**config.mk**
```make
export PLATFORM = sky130hd
export DESIGN_NAME = run_monitor
export DESIGN_NICKNAME = d
export VERILOG_FILES = /design/src/rtl/run_monitor_pkg.sv /design/src/rtl/button_debounce.sv /design/src/rtl/run_monitor.sv
export SDC_FILE = /design/constraint.sdc
export NUM_CORES = 1
export LEC_CHECK = 0
export ABC_AREA = 1
export BUFFER_PORTS_ARGS = -buffer_cell sky130_fd_sc_hd__buf_2
export CORE_ASPECT_RATIO = 1.25
export CORE_MARGIN = 2
export CORE_UTILIZATION = 45
export CTS_CLUSTER_SIZE = 28
export DETAILED_ROUTE_END_ITERATION = 7
export HOLD_SLACK_MARGIN = 0.1
export PLACE_DENSITY = 0.59
export SLEW_MARGIN = 20
export SYNTH_ARGS = -nofsm -noshare
export SYNTH_HDL_FRONTEND = slang
export SYNTH_SLANG_ARGS = --single-unit
```
**constraint.sdc**
```tcl
create_clock -name clk -period 2.2 [get_ports clk]
set_input_delay 0.22 -clock clk [delete_from_list [all_inputs] [get_ports clk]]
set_output_delay 0.22 -clock clk [all_outputs]
set_load 0.05 [all_outputs]
```
**src/rtl/run_monitor_pkg.sv**
```systemverilog
// Shared types and constants for the run-control/statistics stage of the MIPS core.
package run_monitor_pkg;

   typedef enum logic [1:0] {
      StRun   = 2'd0,
      StPause = 2'd1,
      StHalt  = 2'd2
   } run_state_e;

   localparam logic [1:0] SEL_SHOW  = 2'b00;
   localparam logic [1:0] SEL_INSTR = 2'b01;
   localparam logic [1:0] SEL_JMP   = 2'b10;
   localparam logic [1:0] SEL_BR    = 2'b11;

   // $v0 value that marks a syscall as a display request; compared upstream.
   localparam logic [31:0] SYSCALL_SHOW_CODE = 32'h22;

endpackage

```
**src/rtl/button_debounce.sv**
```systemverilog
// Synchronizes a raw push-button, debounces it and emits a one-cycle pulse on each
// debounced press.
module button_debounce #(
   parameter int unsigned DEBOUNCE_CYCLES = 4
) (
   input  logic i_clk,
   input  logic i_rst_n,
   input  logic i_btn,
   output logic o_pulse
);

   localparam int unsigned CntW = (DEBOUNCE_CYCLES > 1) ? $clog2(DEBOUNCE_CYCLES) : 1;

   logic            r_sync1;
   logic            r_sync2;
   logic            r_db;
   logic            r_db_q;
   logic [CntW-1:0] r_cnt;

   always_ff @(posedge i_clk or negedge i_rst_n) begin
      if (!i_rst_n) begin
         r_sync1 <= 1'b0;
         r_sync2 <= 1'b0;
         r_db    <= 1'b0;
         r_db_q  <= 1'b0;
         r_cnt   <= '0;
      end else begin
         r_sync1 <= i_btn;
         r_sync2 <= r_sync1;
         r_db_q  <= r_db;
         // Counter tracks how long the synchronized level has disagreed with r_db.
         if (r_sync2 == r_db) begin
            r_cnt <= '0;
         end else if (r_cnt == CntW'(DEBOUNCE_CYCLES - 1)) begin
            r_db  <= r_sync2;
            r_cnt <= '0;
         end else begin
            r_cnt <= r_cnt + CntW'(1);
         end
      end
   end

   assign o_pulse = r_db & ~r_db_q;

endmodule

```
**src/rtl/run_monitor.sv**
```systemverilog
// Run control (RUN/PAUSE/HALT) for the single-cycle core, plus commit statistics and
// the display source mux.
module run_monitor
   import run_monitor_pkg::*;
#(
   parameter int unsigned DEBOUNCE_CYCLES = 4,
   parameter int unsigned CNT_W           = 32
) (
   input  logic             clk,
   input  logic             CPU_RESETN,
   input  logic             go,
   input  logic             step_mode,
   input  logic             syscall,
   input  logic             show,
   input  logic [31:0]      a0,
   input  logic             jmp,
   input  logic             branch,
   input  logic [1:0]       select,
   output logic             pc_enable,
   output logic             halted,
   output logic [CNT_W-1:0] leddata_out
);

   logic             w_go_pulse;
   logic             w_stop;
   run_state_e       r_state;
   run_state_e       w_state_d;
   logic [CNT_W-1:0] r_instr_cnt;
   logic [CNT_W-1:0] r_jmp_cnt;
   logic [CNT_W-1:0] r_br_cnt;
   logic [CNT_W-1:0] r_show;

   button_debounce #(
      .DEBOUNCE_CYCLES(DEBOUNCE_CYCLES)
   ) u_go_debounce (
      .i_clk  (clk),
      .i_rst_n(CPU_RESETN),
      .i_btn  (go),
      .o_pulse(w_go_pulse)
   );

   assign w_stop = syscall & ~show;

   always_ff @(posedge clk or negedge CPU_RESETN) begin
      if (!CPU_RESETN) begin
         r_state <= StRun;
      end else begin
         r_state <= w_state_d;
      end
   end

   // pc_enable is combinational so a halting syscall never commits on entry to HALT.
   always_comb begin
      w_state_d = r_state;
      pc_enable = 1'b0;
      unique case (r_state)
         StRun: begin
            pc_enable = ~w_stop;
            if (w_stop) begin
               w_state_d = StHalt;
            end else if (step_mode) begin
               w_state_d = StPause;
            end
         end
         StPause: begin
            pc_enable = w_go_pulse & ~w_stop;
            if (w_go_pulse & w_stop) begin
               w_state_d = StHalt;
            end else if (w_go_pulse & ~step_mode) begin
               w_state_d = StRun;
            end
         end
         StHalt: begin
            pc_enable = w_go_pulse;
            if (w_go_pulse) begin
               w_state_d = step_mode ? StPause : StRun;
            end
         end
         default: w_state_d = StRun;
      endcase
   end

   always_ff @(posedge clk or negedge CPU_RESETN) begin
      if (!CPU_RESETN) begin
         r_instr_cnt <= '0;
         r_jmp_cnt   <= '0;
         r_br_cnt    <= '0;
         r_show      <= '0;
      end else if (pc_enable) begin
         if (r_instr_cnt != '1) r_instr_cnt <= r_instr_cnt + CNT_W'(1);
         if (jmp && (r_jmp_cnt != '1)) r_jmp_cnt <= r_jmp_cnt + CNT_W'(1);
         if (branch && (r_br_cnt != '1)) r_br_cnt <= r_br_cnt + CNT_W'(1);
         if (syscall && show) r_show <= CNT_W'(a0);
      end
   end

   always_comb begin
      leddata_out = '0;
      unique case (select)
         SEL_SHOW:  leddata_out = r_show;
         SEL_INSTR: leddata_out = r_instr_cnt;
         SEL_JMP:   leddata_out = r_jmp_cnt;
         SEL_BR:    leddata_out = r_br_cnt;
         default:   leddata_out = '0;
      endcase
   end

   assign halted = (r_state == StHalt);

endmodule
```
==> impl_metrics.ini, run 1 <==
[outcome]
outcome = finished, final reports clean

[clock_tree]
root_buffer = clkbuf_16
clkTransAtPathRegs_ns = 0.07
cts_tree = yes
clockBufferDepth = 2
cts_buffers = 17
clkLatencyLatePin_ns = 0.43
cts_setup_buffers = 0
htree_levels = 4
cts.sinks = 136

[grt]
grt_max_degree = 65
grt_usage_pct = 27.4
antenna_found_initial = 0
grt_pass1_vias = 8118
overflow = 0
grt_pass1_wl_mm = 43.3

[critical_path]
slowest_delay_ns = 0.58
slowest_stage = nor2_2
path_cells = ha_1 > inv_2 > nor2_2 > nand2_2 > nor2_4 > nand2_2 > nand2_2 > nor2_2 > nand2_1 > nand2_1
crit_buf_inv = 1
crit_path_frequent_cell = nand2_2
path_class = register to register
end_kind = register
path_delay_family = simple AND/OR/NAND/NOR gates
worstPathArrival_ns = 2.46
cp_max_fo = 13
cp-start-kind = register
worstPathRequired_ns = 2.57

[power_and_ir_drop]
switching_share_pct = 39.1
power.share.sequential_pct = 36.4
comb_power_share_pct = 30.1
p_leak_nw = 4.99
p_int_mw = 5.52
powerDensity_nw_per_um2 = 864
power_switching_mw = 3.55
clkPwrFrac_pct = 33.5
peakVddDrop_mv = 0.789

[cells_and_area]
fill_cells = 1962
design_area_um2 = 10500
layout.nets = 1494
area_growth_pct = 19.1
antenna_cells = 0
drive_above_1_share_pct = 12.3
fin_util_pct = 54.3

[die]
die_x_um = 129
initial_utilization_pct = 45.6
rows = 57
dieArea_um2 = 20700
ios = 76
die_h_um = 161
core-area_um2 = 19300

[sta]
setup_violations = 0
slew_headroom_pct = 51.5
fin_crit_ns = 2.09
drv_slew = 0
clock_skew_ns = 0.0132
rsz0062_at_grt = false
fin_crit_sh_pct = 95.0
fmax_mhz = 478
hold_violations = 0
tightest_slew_ns = 0.727
setup_tns_ns = 0

[place]
hpwl_mm = 20.6
io_buffers = 75
place_area_um2 = 9530
gp_congestion = 0.925

[route]
drt_iter0_markers = 664
ant_nets = 0
routed_wl_mm = 27.7
drcViolationCount = 0
wl_per_cell_um = 16.1
dr.pass1.iters = 5
vias = 8679
drt-vias-per-instance = 5.03

[run]
drv_cap = 0

[synth]
synth_area_um2 = 8820
synth-edff-count = 0
synth_fp_nets = 1372
synth_flop_cell = dfrtp_1
postSynthAreaPerCell_um2 = 6.65
ys_types = 30
yosys_register_bits = 136
yosysSeqAreaShare_pct = 38.6
async_flop_share_pct = 100
synthCells = 1326
ys_warn_count = 0

[worst_hold_path]
min_path_type = input port to register
-- what timing repair did --
item,in CTS,in global routing
resized for setup,0,1
hold endpoints to repair,85,0
hold buffers,35,0
endpoints found under the setup margin,0,3
-- power groups by stage --
| stage | combinational [mW] | clock [mW] | sequential (mW) |
|---|---|---|---|
| finish | 2.73 | 3.04 | 3.30 |
| floorplan | 2.14 | 0 | 3.22 |
| global route | 2.99 | 3.18 | 3.36 |
| CTS | 2.72 | 3.08 | 3.29 |
| global placement | 2.64 | 0 | 3.32 |
| detailed placement | 2.66 | 0 | 3.33 |
-- registers in the layout, indices dropped and copies added (netlist names), 2 cells and up --
signal,count
u_go_debounce.r_cnt,2
r_show,32
r_state,2
r_jmp_cnt,32
r_br_cnt,32
r_instr_cnt,32
-- cell families after synthesis --
logic type	Yosys count	synth area share, %
simple gates	928	43.4
buf+inv	137	7.27
flops	136	38.6
compound gates	73	5.35
xor+xnor	47	4.67
fa+ha+maj	4	0.568
mux	1	0.128
-- synthesized netlist by cell type (2+ instances only) --
library cell    n  share of area [%]
buf_2           5               0.28
xnor2_1        17                1.7
nand2_1       668                 28
nand3b_1       23                2.0
xor2_1         30                3.0
nand4_1        14               0.99
nand3_1        32                1.8
nor3_1          2               0.11
buf_6          15                1.9
buf_4           2               0.17
clkbuf_1       11               0.47
o21ai_1        35                2.0
inv_2           6               0.26
nor2_4          8                1.0
dfrtp_1       136                 39
nand3_4         3               0.60
ha_1            4               0.57
nor2_2          6               0.43
nor2_1        155                6.6
o2111ai_1      28                2.8
nand2_2        13               0.92
inv_1          97                4.1
o21ai_0         9               0.51
-- worst register-to-register path: stages, from the launching register on --
cell	delay, ns
dfrtp_1	0.42
ha_1	0.29
inv_2	0.09
nor2_2	0.05
nand2_2	0.10
nor2_4	0.06
nand2_2	0.12
nand2_2	0.12
nor2_2	0.58
nand2_1	0.11
nand2_1	0.09
-- placed cells by master, fill, tap and decap left out, types with 4 or more instances in the layout --
| cell type | Yosys | final |
|---|---|---|
| xnor2_1 | 17 | 17 |
| nand2_1 | 668 | 668 |
| buf_12 | 0 | 4 |
| buf_2 | 5 | 74 |
| o2111ai_1 | 28 | 28 |
| inv_1 | 97 | 97 |
| nand3b_1 | 23 | 23 |
| nor2_1 | 155 | 152 |
| nand3_1 | 32 | 32 |
| o21ai_0 | 9 | 9 |
| nand2_2 | 13 | 13 |
| buf_4 | 2 | 22 |
| dfrtp_1 | 136 | 135 |
| nand4_1 | 14 | 14 |
| o21ai_1 | 35 | 35 |
| dlygate4sd3_1 | 0 | 35 |
| clkbuf_16 | 0 | 17 |
| nor2_2 | 6 | 10 |
| inv_2 | 6 | 6 |
| nor2_4 | 8 | 8 |
| ha_1 | 4 | 4 |
| xor2_1 | 30 | 30 |
| inv_6 | 0 | 6 |
-- area by class of cell --
| type | count | area [um2] | area share, % |
|---|---|---|---|
| Multi-Input combinational cell | 1054 | 4790 | 45.6 |
| Sequential cell | 136 | 3400 | 32.4 |
| Timing Repair Buffer | 136 | 977 | 9.31 |
| Clock buffer | 17 | 425 | 4.05 |
| Inverter | 103 | 387 | 3.68 |
| Tap cell | 265 | 332 | 3.16 |
| Clock inverter | 15 | 188 | 1.79 |
-- layer usage --
layer | share of wire (%) | vias up | wire (um) | GRT usage, %
met5 | 0 | - | 0 | 0
met1 | 44 | 4018 | 12200 | 35.7
met4 | 3.5 | 0 | 964 | 11.5
met3 | 4.1 | 45 | 1120 | 4.20
li1 | - | 4371 | - | -
met2 | 49 | 245 | 13400 | 45.2
-- metrics by stage --
stage                     hold WS (ns)  cells  total power [mW]  worst slack, ns
final                            0.131   1726              9.07            0.109
after global routing             0.134   1726              9.53          0.00872
after CTS                        0.123   1725              9.09            0.144
after detailed placement         0.235   1658              5.99            0.186
after global placement           0.238   1658              5.96            0.207
after floorplan                -0.0756   1326              5.36            0.469
-- final timing paths --
kind | start | endpoint | slack, ns | depth (start not counted)
worst min register to register | u_go_debounce.r_sync1$_DFF_PN0_ | u_go_debounce.r_sync2$_DFF_PN0_ | 0.35 | 0
max in group asynchronous | CPU_RESETN | r_instr_cnt[21]$_DFFE_PN0P_ | 1.19 | 3
worst max register to register | r_jmp_cnt[1]$_DFFE_PN0P_ | r_jmp_cnt[28]$_DFFE_PN0P_ | 0.11 | 10
worst max-delay path | r_jmp_cnt[1]$_DFFE_PN0P_ | r_jmp_cnt[28]$_DFFE_PN0P_ | 0.11 | 10
min in group asynchronous | CPU_RESETN | r_jmp_cnt[17]$_DFFE_PN0P_ | 0.32 | 2
worst min-delay path | jmp | r_jmp_cnt[0]$_DFFE_PN0P_ | 0.13 | 3
Note: power is estimated with default switching activity, not from simulation.
==> run 2: changes to the inputs <==
--- a/config.mk
+++ b/config.mk
@@ -17,4 +17,5 @@
 export SLEW_MARGIN = 20
 export SYNTH_ARGS = -nofsm -noshare
 export SYNTH_HDL_FRONTEND = slang
+export SYNTH_HIERARCHICAL = 1
 export SYNTH_SLANG_ARGS = --single-unit
==> impl_metrics.ini, run 2 <==
[critical_path]
slowest_stage = dfrtp_1
ff2ff_path_depth = 10
path_depth = 7
path_delay_family = simple AND/OR/NAND/NOR gates
end_kind = primary output
worstPathRequired_ns = 1.98
r2r_start = r_jmp_cnt[0]$_DFFE_PN0P_
cp_max_fo = 9
r2r_slack_ns = 0.17
path_class = register to primary output
slowest_delay_ns = 0.37
worstPathArrival_ns = 1.84
rr_endpoint = r_jmp_cnt[22]$_DFFE_PN0P_
crit_buf_inv = 3
path_cells = inv_1 > nor2_1 > nand3_1 > nand2_1 > nand2_8 > clkinv_8 > buf_4
cp-start-kind = register

[synth]
synth_flop_cell = dfrtp_1
yosysSeqAreaShare_pct = 38.1
yosys_register_bits = 136
synth_fp_nets = 1399
yosysTopAreaCellShare_pct = 38.1
ys_warn_count = 6
yosysTopAreaCell = dfrtp_1
synth_most_common_cell = nand2_1
ys_types = 31
synth_area_leaders = dfrtp_1 38%, nand2_1 28%, nor2_1 6.7%
synthCells = 1353
synth-edff-count = 0
postSynthAreaPerCell_um2 = 6.60
synth_area_um2 = 8930
yosys-top-cells-count = 668 x nand2_1, 159 x nor2_1, 136 x dfrtp_1, 104 x inv_1, 44 x nand3_1
async_flop_share_pct = 100

[sta]
setup_violations = 0
fin_crit_ns = 2.06
clock_skew_ns = 0.0120
fmax_mhz = 486
holdWs_ns = 0.102
setup_tns_ns = 0
tightest_slew_ns = 0.622
drv_slew = 0
rsz0062_at_grt = false
fin_crit_sh_pct = 93.4
hold_violations = 0
slew_headroom_pct = 58.4

[place]
gp_congestion = 0.920
place_area_um2 = 9630
hpwl_mm = 21.7
io_buffers = 75

[die]
initial_utilization_pct = 45.9
die_x_um = 130
dieArea_um2 = 21000
rows = 57
die_h_um = 161
ios = 76
core-area_um2 = 19500

[worst_hold_path]
min_to = r_show[20]$_DFFE_PN0P_
min_path_type = input port to register
hold_path.startpoint = a0[20]
hold_depth = 3

[run]
drv_cap = 0

[clock_tree]
cts_setup_buffers = 0
cts_tree = yes
cts.sinks = 136
cts_buffers = 17
clkLatencyLatePin_ns = 0.44
root_buffer = clkbuf_16
clkTransAtPathRegs_ns = 0.07
clockBufferDepth = 2
htree_levels = 4

[power_and_ir_drop]
powerDensity_nw_per_um2 = 842
p_leak_nw = 4.96
peakVddDrop_mv = 0.587

[grt]
overflow = 0
antenna_found_initial = 1
grt_pass1_vias = 8743
grt_usage_pct = 28.4
grt_pass1_wl_mm = 45.6
grt_max_degree = 55

[route]
ant_nets = 0
drt_iter0_markers = 705
wl_per_cell_um = 16.3
routed_wl_mm = 28.5
drt-vias-per-instance = 5.14
dr.pass1.iters = 5
drcViolationCount = 0
vias = 8952

[cells_and_area]
layout.nets = 1511
design_area_um2 = 10500
drive_above_1_share_pct = 11.6
area_growth_pct = 17.5
final_common_cell = nand2_1
fin_util_pct = 53.9
antenna_cells = 0
layout_common_cells = 667 x nand2_1, 156 x nor2_1, 136 x dfrtp_1, 104 x inv_1, 73 x buf_2

[outcome]
outcome = finished, final reports clean
## run 2: worst max-delay path by stage
| stage | from | endpoint | slack (ns) |
|---|---|---|---|
| 6_report | u_go_debounce/r_db$_DFFE_PN0P_ | pc_enable | 0.14 |
| 5_1_grt | r_jmp_cnt[0]$_DFFE_PN0P_ | r_jmp_cnt[22]$_DFFE_PN0P_ | 0.003 |
| 4_1_cts | u_go_debounce/r_db$_DFFE_PN0P_ | pc_enable | 0.05 |
| 3_5_place_dp | r_jmp_cnt[0]$_DFFE_PN0P_ | r_jmp_cnt[24]$_DFFE_PN0P_ | 0.19 |
| 3_3_place_gp | r_jmp_cnt[0]$_DFFE_PN0P_ | r_jmp_cnt[17]$_DFFE_PN0P_ | 0.23 |
| 2_1_floorplan | r_jmp_cnt[0]$_DFFE_PN0P_ | r_jmp_cnt[9]$_DFFE_PN0P_ | 0.50 |
## run 2: layout make-up
| class | count | area [um2] |
|---|---|---|
| clock buffers | 17 | 425 |
| inverters | 110 | 428 |
| repair buffers | 126 | 880 |
| well taps | 265 | 332 |
| multi-input cells | 1074 | 4900 |
| clock inverters | 15 | 131 |
| fillers | 2000 | 8970 |
| flip-flops and latches | 136 | 3400 |
## run 2: cells by family (layout without fill, tap and decap cells)
logic type               after synthesis  after routing  synth area share [%]
AO/OA/AOI/OAI                         75             75                  5.28
flip-flops                           136            136                  38.1
AND/OR/NAND/NOR                      958            958                  45.2
buffers and inverters                143            268                  7.26
adder cells (fa/ha/maj)                4              4                 0.560
XOR/XNOR                              37             37                  3.63
## run 2: repair_timing
| item | 4_1_cts | 5_1_grt |
|---|---|---|
| endpoints found under the setup margin | 0 | 1 |
| gates resized for setup | 0 | 4 |
| hold buffers | 30 | 0 |
| hold endpoints to repair | 79 | 0 |
## run 2: through the flow
stage | worst slack [ns] | power [mW] | instances
final | 0.144 | 8.84 | 1743
after global routing | 0.00256 | 9.33 | 1743
after CTS | 0.0451 | 8.85 | 1743
after detailed placement | 0.187 | 6.04 | 1681
after global placement | 0.234 | 6.01 | 1681
after floorplan | 0.505 | 5.37 | 1353
## run 2: power breakdown
| group | switching, mW | leakage [nW] | total, mW | internal [mW] |
|---|---|---|---|---|
| registers | 0.419 | 1.82 | 3.41 | 2.99 |
| clock network | 1.28 | 0.268 | 2.77 | 1.49 |
| logic | 1.90 | 2.87 | 2.66 | 0.764 |
## run 2: worst min-delay path: cells and delay by family
kind            cells  cell delay (ns)
compound gates      1             0.09
buf+inv             2             0.16
## run 2: metal layers
layer	part of all wire [%]	vias to the layer above	global-route usage, %	wire length [um]
met5	0	-	0	0
met2	50	264	48.0	14100
met1	42	4175	36.3	11900
met3	5.0	53	4.21	1440
met4	3.4	0	11.2	960
li1	-	4460	-	-
